File: src/rtl/uart_pkg.sv
// Definitions shared by the UART transmit and receive paths: one-hot FSM
// encoding, parity selectors, frame width and the parity helper.
package uart_pkg;

    typedef enum logic [4:0] {
        INTERVAL  = 5'b00001,
        STARTBIT  = 5'b00010,
        DATABITS  = 5'b00100,
        PARITYBIT = 5'b01000,
        STOPBIT   = 5'b10000
    } uart_state_e;

    localparam logic PARITY_EVEN = 1'b0;
    localparam logic PARITY_ODD  = 1'b1;
    localparam int   DATA_BITS   = 8;

    // Even parity makes the total count of ones even, odd parity makes it odd.
    function automatic logic parity_of(input logic [7:0] b, input logic method);
        return (method == PARITY_ODD) ? ~^b : ^b;
    endfunction

endpackage

File: src/rtl/uart_tx_core_if.sv
// FIFO write-side register bus of the UART transmitter: host writes/clears,
// core reports fill status.
interface uart_tx_core_if;

    logic [7:0]  data_i;
    logic        n_we_i;
    logic        n_clr_i;
    logic        p_full_o;
    logic        p_empty_o;
    logic [15:0] bytes_in_fifo_o;

    modport master (
        output data_i, n_we_i, n_clr_i,
        input  p_full_o, p_empty_o, bytes_in_fifo_o
    );

    modport slave (
        input  data_i, n_we_i, n_clr_i,
        output p_full_o, p_empty_o, bytes_in_fifo_o
    );

endinterface

File: src/rtl/uart_tx_fifo.sv
// Synchronous byte FIFO with active-low write/read/clear strobes and registered
// full/empty/count; read data is the head entry, valid whenever not empty.
module uart_tx_fifo #(
    parameter int DEPTH  = 128,
    parameter int ADDR_W = 7
) (
    input  logic              clk,
    input  logic              rst,
    input  logic [7:0]        data,
    input  logic              n_we,
    input  logic              n_re,
    input  logic              n_clr,
    output logic [7:0]        rd_data,
    output logic              full,
    output logic              empty,
    output logic [ADDR_W:0]   count
);

    localparam logic [ADDR_W:0] FULL_CNT = (ADDR_W + 1)'(DEPTH);

    logic [7:0]        mem [DEPTH];
    logic [ADDR_W-1:0] wr_ptr;
    logic [ADDR_W-1:0] rd_ptr;
    logic [ADDR_W:0]   count_nxt;
    logic              do_wr;
    logic              do_rd;

    // Clear wins over a same-cycle write or pop.
    assign do_wr   = !n_we && !full  && n_clr;
    assign do_rd   = !n_re && !empty && n_clr;
    assign rd_data = mem[rd_ptr];

    always_comb begin
        // NOTE: default assignment first so no path leaves count_nxt unassigned (no latch).
        count_nxt = count;
        if (!n_clr)
            count_nxt = '0;
        else if (do_wr && !do_rd)
            count_nxt = count + (ADDR_W + 1)'(1);
        else if (do_rd && !do_wr)
            count_nxt = count - (ADDR_W + 1)'(1);
    end

    always_ff @(posedge clk) begin
        // NOTE: non-blocking assignments so every register samples pre-edge values.
        if (rst) begin
            wr_ptr <= '0;
            rd_ptr <= '0;
            count  <= '0;
            full   <= 1'b0;
            empty  <= 1'b1;
        end else begin
            if (!n_clr) begin
                wr_ptr <= '0;
                rd_ptr <= '0;
            end else begin
                if (do_wr) wr_ptr <= wr_ptr + ADDR_W'(1);
                if (do_rd) rd_ptr <= rd_ptr + ADDR_W'(1);
            end
            count <= count_nxt;
            full  <= (count_nxt == FULL_CNT);
            empty <= (count_nxt == '0);
        end
    end

    // NOTE: storage is deliberately not reset; pointers and count define which entries are valid.
    always_ff @(posedge clk) begin
        if (do_wr) mem[wr_ptr] <= data;
    end

endmodule

File: src/rtl/uart_tx_core.sv
// UART transmitter: FIFO-fed serialiser emitting start, 8 data bits, optional
// parity and stop bit, one bit per BaudSig_i period.
module uart_tx_core
    import uart_pkg::*;
#(
    parameter int DEPTH  = 128,
    parameter int ADDR_W = 7
) (
    input  logic              clk,
    input  logic              rst,
    uart_tx_core_if.slave     bus,
    input  logic              BaudSig_i,
    input  logic              p_ParityEnable_i,
    input  logic              p_BigEnd_i,
    input  logic              ParityMethod_i,
    output logic              p_Busy_o,
    output logic              p_DataSent_o,
    output logic [4:0]        State_o,
    output logic              Tx_o
);

    uart_state_e     state;
    logic [7:0]      shreg;
    logic [3:0]      bit_cnt;
    logic            par_en;
    logic            big_end;
    logic            par_bit;

    logic [7:0]      fifo_data;
    logic            fifo_empty;
    logic [ADDR_W:0] fifo_count;
    logic            pop;
    logic            next_bit;
    logic [7:0]      shreg_shifted;

    uart_tx_fifo #(
        .DEPTH  (DEPTH),
        .ADDR_W (ADDR_W)
    ) u_fifo (
        .clk     (clk),
        .rst     (rst),
        .data    (bus.data_i),
        .n_we    (bus.n_we_i),
        .n_re    (~pop),
        .n_clr   (bus.n_clr_i),
        .rd_data (fifo_data),
        .full    (bus.p_full_o),
        .empty   (fifo_empty),
        .count   (fifo_count)
    );

    assign bus.p_empty_o       = fifo_empty;
    assign bus.bytes_in_fifo_o = 16'(fifo_count);
    assign State_o             = state;

    // A byte is fetched when idle or as a stop bit ends, giving back-to-back frames.
    assign pop           = BaudSig_i && !fifo_empty && (state == INTERVAL || state == STOPBIT);
    assign next_bit      = big_end ? shreg[7] : shreg[0];
    assign shreg_shifted = big_end ? {shreg[6:0], 1'b0} : {1'b0, shreg[7:1]};

    always_ff @(posedge clk) begin
        if (rst) begin
            state        <= INTERVAL;
            Tx_o         <= 1'b1;
            p_Busy_o     <= 1'b0;
            p_DataSent_o <= 1'b0;
            shreg        <= '0;
            bit_cnt      <= '0;
            par_en       <= 1'b0;
            big_end      <= 1'b0;
            par_bit      <= 1'b0;
        end else begin
            p_DataSent_o <= BaudSig_i && (state == STOPBIT);
            if (pop) begin
                // Configuration is frozen per frame at the moment the byte is fetched.
                shreg    <= fifo_data;
                par_en   <= p_ParityEnable_i;
                big_end  <= p_BigEnd_i;
                par_bit  <= parity_of(fifo_data, ParityMethod_i);
                state    <= STARTBIT;
                Tx_o     <= 1'b0;
                p_Busy_o <= 1'b1;
            end else if (BaudSig_i) begin
                unique case (state)
                    INTERVAL: begin
                        Tx_o     <= 1'b1;
                        p_Busy_o <= 1'b0;
                    end
                    STARTBIT: begin
                        Tx_o    <= next_bit;
                        shreg   <= shreg_shifted;
                        bit_cnt <= 4'd1;
                        state   <= DATABITS;
                    end
                    DATABITS: begin
                        if (bit_cnt == 4'(DATA_BITS)) begin
                            state <= par_en ? PARITYBIT : STOPBIT;
                            Tx_o  <= par_en ? par_bit : 1'b1;
                        end else begin
                            Tx_o    <= next_bit;
                            shreg   <= shreg_shifted;
                            bit_cnt <= bit_cnt + 4'd1;
                        end
                    end
                    PARITYBIT: begin
                        Tx_o  <= 1'b1;
                        state <= STOPBIT;
                    end
                    STOPBIT: begin
                        Tx_o     <= 1'b1;
                        p_Busy_o <= 1'b0;
                        state    <= INTERVAL;
                    end
                    default: begin
                        Tx_o     <= 1'b1;
                        p_Busy_o <= 1'b0;
                        state    <= INTERVAL;
                    end
                endcase
            end
        end
    end

endmodule

File: src/flat_wrapper.sv
// flat-port wrapper written by rule: the top's interface ports become plain ports
module uart_tx_core_flat import uart_pkg::*;
#(
    parameter int DEPTH  = 128,
    parameter int ADDR_W = 7
)
  (clk, rst, BaudSig_i, p_ParityEnable_i, p_BigEnd_i, ParityMethod_i, p_Busy_o, p_DataSent_o, State_o, Tx_o, bus_data_i, bus_n_we_i, bus_n_clr_i, bus_p_full_o, bus_p_empty_o, bus_bytes_in_fifo_o);
  uart_tx_core_if bus_i ();
  input  logic clk;
  input  logic rst;
  input  logic BaudSig_i;
  input  logic p_ParityEnable_i;
  input  logic p_BigEnd_i;
  input  logic ParityMethod_i;
  output logic p_Busy_o;
  output logic p_DataSent_o;
  output logic [4:0] State_o;
  output logic Tx_o;
  input wire logic [$bits(bus_i.data_i)-1:0] bus_data_i;
  input wire logic [$bits(bus_i.n_we_i)-1:0] bus_n_we_i;
  input wire logic [$bits(bus_i.n_clr_i)-1:0] bus_n_clr_i;
  output wire logic [$bits(bus_i.p_full_o)-1:0] bus_p_full_o;
  output wire logic [$bits(bus_i.p_empty_o)-1:0] bus_p_empty_o;
  output wire logic [$bits(bus_i.bytes_in_fifo_o)-1:0] bus_bytes_in_fifo_o;
  assign bus_i.data_i = bus_data_i;
  assign bus_i.n_we_i = bus_n_we_i;
  assign bus_i.n_clr_i = bus_n_clr_i;
  assign bus_p_full_o = bus_i.p_full_o;
  assign bus_p_empty_o = bus_i.p_empty_o;
  assign bus_bytes_in_fifo_o = bus_i.bytes_in_fifo_o;
  uart_tx_core #(.DEPTH(DEPTH), .ADDR_W(ADDR_W)) u_core (.clk(clk), .rst(rst), .bus(bus_i), .BaudSig_i(BaudSig_i), .p_ParityEnable_i(p_ParityEnable_i), .p_BigEnd_i(p_BigEnd_i), .ParityMethod_i(ParityMethod_i), .p_Busy_o(p_Busy_o), .p_DataSent_o(p_DataSent_o), .State_o(State_o), .Tx_o(Tx_o));
endmodule
File: config.mk
export PLATFORM = sky130hd
export DESIGN_NAME = uart_tx_core_flat
export DESIGN_NICKNAME = d
export VERILOG_FILES = /design/src/rtl/uart_pkg.sv /design/src/rtl/uart_tx_core_if.sv /design/src/rtl/uart_tx_fifo.sv /design/src/rtl/uart_tx_core.sv /design/src/flat_wrapper.sv
export SDC_FILE = /design/constraint.sdc
export NUM_CORES = 1
export LEC_CHECK = 0
export BUFFER_PORTS_ARGS = -buffer_cell sky130_fd_sc_hd__buf_2
export CAP_MARGIN = 20
export CORE_MARGIN = 2
export CORE_UTILIZATION = 30
export CTS_BUF_LIST = sky130_fd_sc_hd__clkbuf_16
export DETAILED_ROUTE_END_ITERATION = 8
export GPL_TIMING_DRIVEN = 1
export PLACE_DENSITY = 0.52
export SKIP_LAST_GASP = 1
export SLEW_MARGIN = 10
export SYNTH_ARGS = -nofsm -noshare
export SYNTH_HDL_FRONTEND = slang
export SYNTH_HIERARCHICAL = 1
export SYNTH_SLANG_ARGS = --single-unit
File: constraint.sdc
create_clock -name clk -period 3.95 [get_ports clk]
set_clock_uncertainty 0.2 [all_clocks]
set_input_delay 0.9875 -clock clk [delete_from_list [all_inputs] [get_ports clk]]
set_output_delay 0.9875 -clock clk [all_outputs]
set_load 0.005 [all_outputs]
# Word level (Yosys, flattened, before mapping)
# Memory sizes are Yosys's and may differ from the RTL's. A register that Yosys moved wholly into a read port is not among the register bits.
# Cells that the tools add are included.
# totals
ff_bits	47
n_memories	1
input_bits	16
mem_bits_rw	1024
out_inout_bits	26
elab_cells	95
# op_classes
n_eq_ne	13
mux	29
addsub	5
reduce_logical	29
bitwise_logic	3
# memory_table
memory	words	width	read_ports	rd_ports_with_merged_regs	write_ports	line	source
u_core.u_fifo.mem	128	8	1	1	1	uart_tx_fifo.sv:21	logic [7:0] mem [DEPTH];
# op_table
operator	count
$mux 8	7
$pmux 5 s4	1
$pmux 8 s2	1
$add 7x1->7 const B	2
$mux 7	2
$mux 1	11
$mux 5	2
$logic_and 1x1->1	9
$reduce_and 3->1	3
$add 8x1->8 const B	1
$eq 8x8->1 const B	1
$logic_not 8->1	1
$pmux 4 s2	1
$reduce_xnor 8->1	1
$reduce_xor 8->1	1
$sub 8x1->8 const B	1
$ne 2x1->1 const B	3
$eq 5x1->1 const B	1
$eq 5x2->1 const B	1
$eq 5x3->1 const B	1
$eq 5x4->1 const B	1
$eq 5x5->1 const B	1
$logic_not 1->1	5
$add 4x1->4 const B	1
other kinds (15)	20

# Depth between registers and ports, before layout
# depth
ltp_word	10
depth_mapped	11
depth_no_buf	8

# By module
# The synthesis kept the hierarchy.
# modules_own_cells
module	instances	seq_area_each_um2	area_per_inst_um2	cells_per_inst
uart_tx_fifo	1	31370.1	40946.8	1792
uart_tx_core	1	460.4	1445.1	177

# Worst setup path before layout
# OpenSTA, ideal clock, no wires.
# synth_timing
path_type	register -> register
from	register with a tool-made name
to	register u_core.par_bit
period_less_slack_ns	3.955
t_required_ns	3.655
arrival_time_ns	3.660
setup_ns	0.095
path_slack_ns	-0.005
stages_incl_launch_ff	11
cell_sequence	dfxtp_1 buf_2 clkbuf_1 mux4_2 mux4_2 mux4_2 mux2_2 xnor2_1 xnor3_1 or4b_1 o311ai_1
# synth_lines
item	line	source
to (signal assigned)	uart_tx_core.sv:79	par_bit <= parity_of(fifo_data, ParityMethod_i);
to (decl)	uart_tx_core.sv:27	logic par_bit;

==> results.sh <==
export IMPL_detail_route_vias_per_cell=4.916
export IMPL_layout_common_cells="edfxtp_1, mux4_2, buf_4"
export IMPL_crit_chain="buf_12 -> buf_12 -> buf_16 -> mux4_2 -> mux4_2 -> mux4_2 -> mux2_2 -> xnor2_1 -> xnor3_1 -> or4b_1 -> o311ai_1"
export IMPL_peakVddDrop_mv=0.3262
export IMPL_hold_class="reg2reg"
export IMPL_cts_tree="done"
export IMPL_synth_flop_cell="edfxtp_1"
export IMPL_place_gp_congestion=0.8115
export IMPL_drv_cap=0
export IMPL_clockBufferDepth=3
export IMPL_dpl_cell_count=4014
export IMPL_final_common_cell="edfxtp_1"
export IMPL_fin_setup_tns_ns=-0.2019
export IMPL_cts_sinks=1078
export IMPL_drt_total_wl_mm=105.6
export IMPL_io_pins=42
export IMPL_critical_path_max_stage_delay_ns=0.55
export IMPL_num_nets_final=2283
export IMPL_ys_warn_count=6
export IMPL_stdcell_count=4231
export IMPL_critical_path_required_ns=4.34
export IMPL_pre_cts_ws_ns=-0.2142
export IMPL_synth_edf_count=1024
export IMPL_async_reset_ff_share_pct=0
export IMPL_clock_fmax_mhz=240.9
export IMPL_drive_gt1_share_pct=34.69
export IMPL_critical_path_class="reg2reg"
export IMPL_seq_area_frac_synth_pct=75.09
export IMPL_die_h_um=379.9
export IMPL_synthCells=1969
export IMPL_syn_area_mm2=0.04239
export IMPL_worstMarginPinSlew_ns=1.005
export IMPL_setup_viol=1
export IMPL_setup_slack_ns=-0.2019
export IMPL_grt_setup_unrepaired="true"
export IMPL_vias=20799
export IMPL_placement_io_buffers=33
export IMPL_synth_seq_cells=1078
export IMPL_ys_types=65
export IMPL_antenna_found_initial=9
export IMPL_clk_pin_slew_ns=0.06
export IMPL_core_mm2=0.1399
export IMPL_rows=137
export IMPL_dieArea_mm2=0.1443
export IMPL_outcome="complete, but fails checks"
export IMPL_first_iter_violations=2046
export IMPL_crit_path_end_kind="flip-flop"
export IMPL_grt_usage_pct=14.52
export IMPL_maxSlewViolCount=0
export IMPL_firstDrtPassIters=5
export IMPL_syn_to_final_growth_pct=19.03
export IMPL_cts_made_buffers=110
export IMPL_cpMostUsedCell="mux4_2"
export IMPL_min_period_ns=4.152
export IMPL_grt_pass1_wl_mm=154.8
export IMPL_root_buffer="clkbuf_16"
export IMPL_arrival_ns=4.54
export IMPL_post_drt_wl_per_cell_um=24.96
export IMPL_diodes=0
export IMPL_clk_latency_ns=0.68
export IMPL_avgSynthCellArea_um2=21.53
export IMPL_finalHoldViolCount=0
export IMPL_cp_slowest_cell="mux4_2"
export IMPL_totalPowerFinal_mw=23.05
export IMPL_drc=0
export IMPL_htree_levels=3
export IMPL_cp_start_kind="flip-flop"
export IMPL_grt_max_degree=129
export IMPL_grt_pass1_vias=21415
export IMPL_antenna_left=0
export IMPL_finalCritPeriodShare_pct=105.1
export IMPL_initial_core_util_pct=30.31
export IMPL_maxSlewHeadroom_pct=33.03
export IMPL_critPathMaxFanout=12
export IMPL_postCtsHoldBufs=0
export IMPL_violations="setup timing"
export IMPL_cellPowerDensity_mw_per_mm2=456.9
export IMPL_dpl_hpwl_mm=66.91
export IMPL_overflow=0
export IMPL_dieWidth_um=379.9
export IMPL_p_leak_nw=15.47
power by group:
group | internal, mW | switching [mW] | total, mW | leakage, nW
combinational | 0.0984 | 0.278 | 0.376 | 4.02
sequential | 12.5 | 0.0140 | 12.5 | 9.64
clock | 5.80 | 4.35 | 10.2 | 1.80
total | 18.4 | 4.64 | 23.1 | 15.5
flip-flops by register name, indices dropped and copies added (netlist names), named ones only:
register / count
u_core/Tx_o: 1
u_core/u_fifo/rd_ptr: 7
u_core/State_o: 5
u_core/shreg: 8
u_core/p_Busy_o: 1
u_core/par_en: 1
u_core/bit_cnt: 4
u_core/u_fifo/mem: 1024
u_core/u_fifo/wr_ptr: 7
u_core/p_DataSent_o: 1
u_core/u_fifo/empty: 1
u_core/u_fifo/full: 1
u_core/u_fifo/count: 8
u_core/par_bit: 1
u_core/big_end: 1
metal layers:
metal  vias up  part of all wire (%)  global-route usage [%]
li1       8799                     -                       -
met1     11265                    45                   20.64
met2       608                    48                   23.48
met3       125                   5.5                   2.352
met4         2                   1.6                   3.233
met5         -                 0.015                       0
layout make-up:
cell class / instances / area, um2
Fill cell: 12884 / 89410
Sequential cell: 1078 / 31840
Multi-Input combinational cell: 764 / 9995
Clock buffer: 112 / 2803
Timing Repair Buffer: 291 / 2659
Tap cell: 1876 / 2347
Clock inverter: 94 / 753.2
Inverter: 16 / 60.06
worst max-delay path, delay by kind of cell (launching register included):
family	cells	cell delay (ns)
and+or+nand+nor	1	0.45
muxes	4	1.92
buffers and inverters	3	0.46
AOI/OAI and AO/OA	1	0.08
xor gates and xnor gates	2	0.55
DFF	1	0.38
worst paths after layout:
path / from / to / slack (ns) / depth (start not counted)
worst max-delay path: flip-flop / u_core/par_bit / -0.20 / 11
worst min-delay path: u_core/p_Busy_o / u_core/p_Busy_o / 0.28 / 2
worst max register to register: flip-flop / u_core/par_bit / -0.20 / 11
worst min register to register: u_core/p_Busy_o / u_core/p_Busy_o / 0.28 / 2
repair_timing:
item,in CTS,in global routing
buffers inserted,6,0
setup endpoints to repair,1,1
cloned,5,0
gates resized for setup,9,1
synthesized netlist by cell type (5+ instances only):
cell      instances  area, um2
a21oi_1          13      65.06
and2_1            5      31.28
buf_1            22      82.58
buf_2            22      110.1
buf_4            12      90.09
buf_6             5      56.30
clkbuf_1         57      214.0
dfxtp_1          54       1081
edfxtp_1       1024      30750
ha_1              6      75.07
inv_1            15      56.30
mux2_2            9      101.4
mux2i_1          12      120.1
mux4_2          336       7567
nand2_1          40      150.1
nand2b_1          6      37.54
nand3_1          18      90.09
nand3b_1          6      45.04
nand4_1          10      62.56
nor2_1          163      611.8
nor2b_1           8      50.05
nor3_1           11      55.05
nor4_1            6      37.54
o21ai_0          14      70.07
o311ai_0          6      52.55
or2_2             9      56.30
xnor2_1          12      105.1
xor2_1           11      96.34
cells by family (layout without fill, tap and decap cells):
family / Yosys count / after routing / share of synthesized area (%)
buffers and inverters: 134 / 513 / 1.446
multiplexers: 357 / 357 / 18.37
XOR/XNOR: 24 / 24 / 0.5283
flip-flops: 1078 / 1078 / 75.09
AND/OR/NAND/NOR: 305 / 305 / 3.350
other: 1 / 8 / 0.008846
AO/OA/AOI/OAI: 64 / 64 / 1.030
adder cells (fa/ha/maj): 6 / 6 / 0.1771
metrics by stage:
stage	area, um2	util (%)	hold slack (ns)
2_1_floorplan	42420	-	0.2704
3_3_place_gp	46610	33.32	0.2653
3_5_place_dp	46610	33.32	0.2750
4_1_cts	50450	36.07	0.2836
5_1_grt	50460	36.08	0.3061
6_report	50460	36.08	0.2827
No activity file was read; power rests on OpenSTA's default activity.
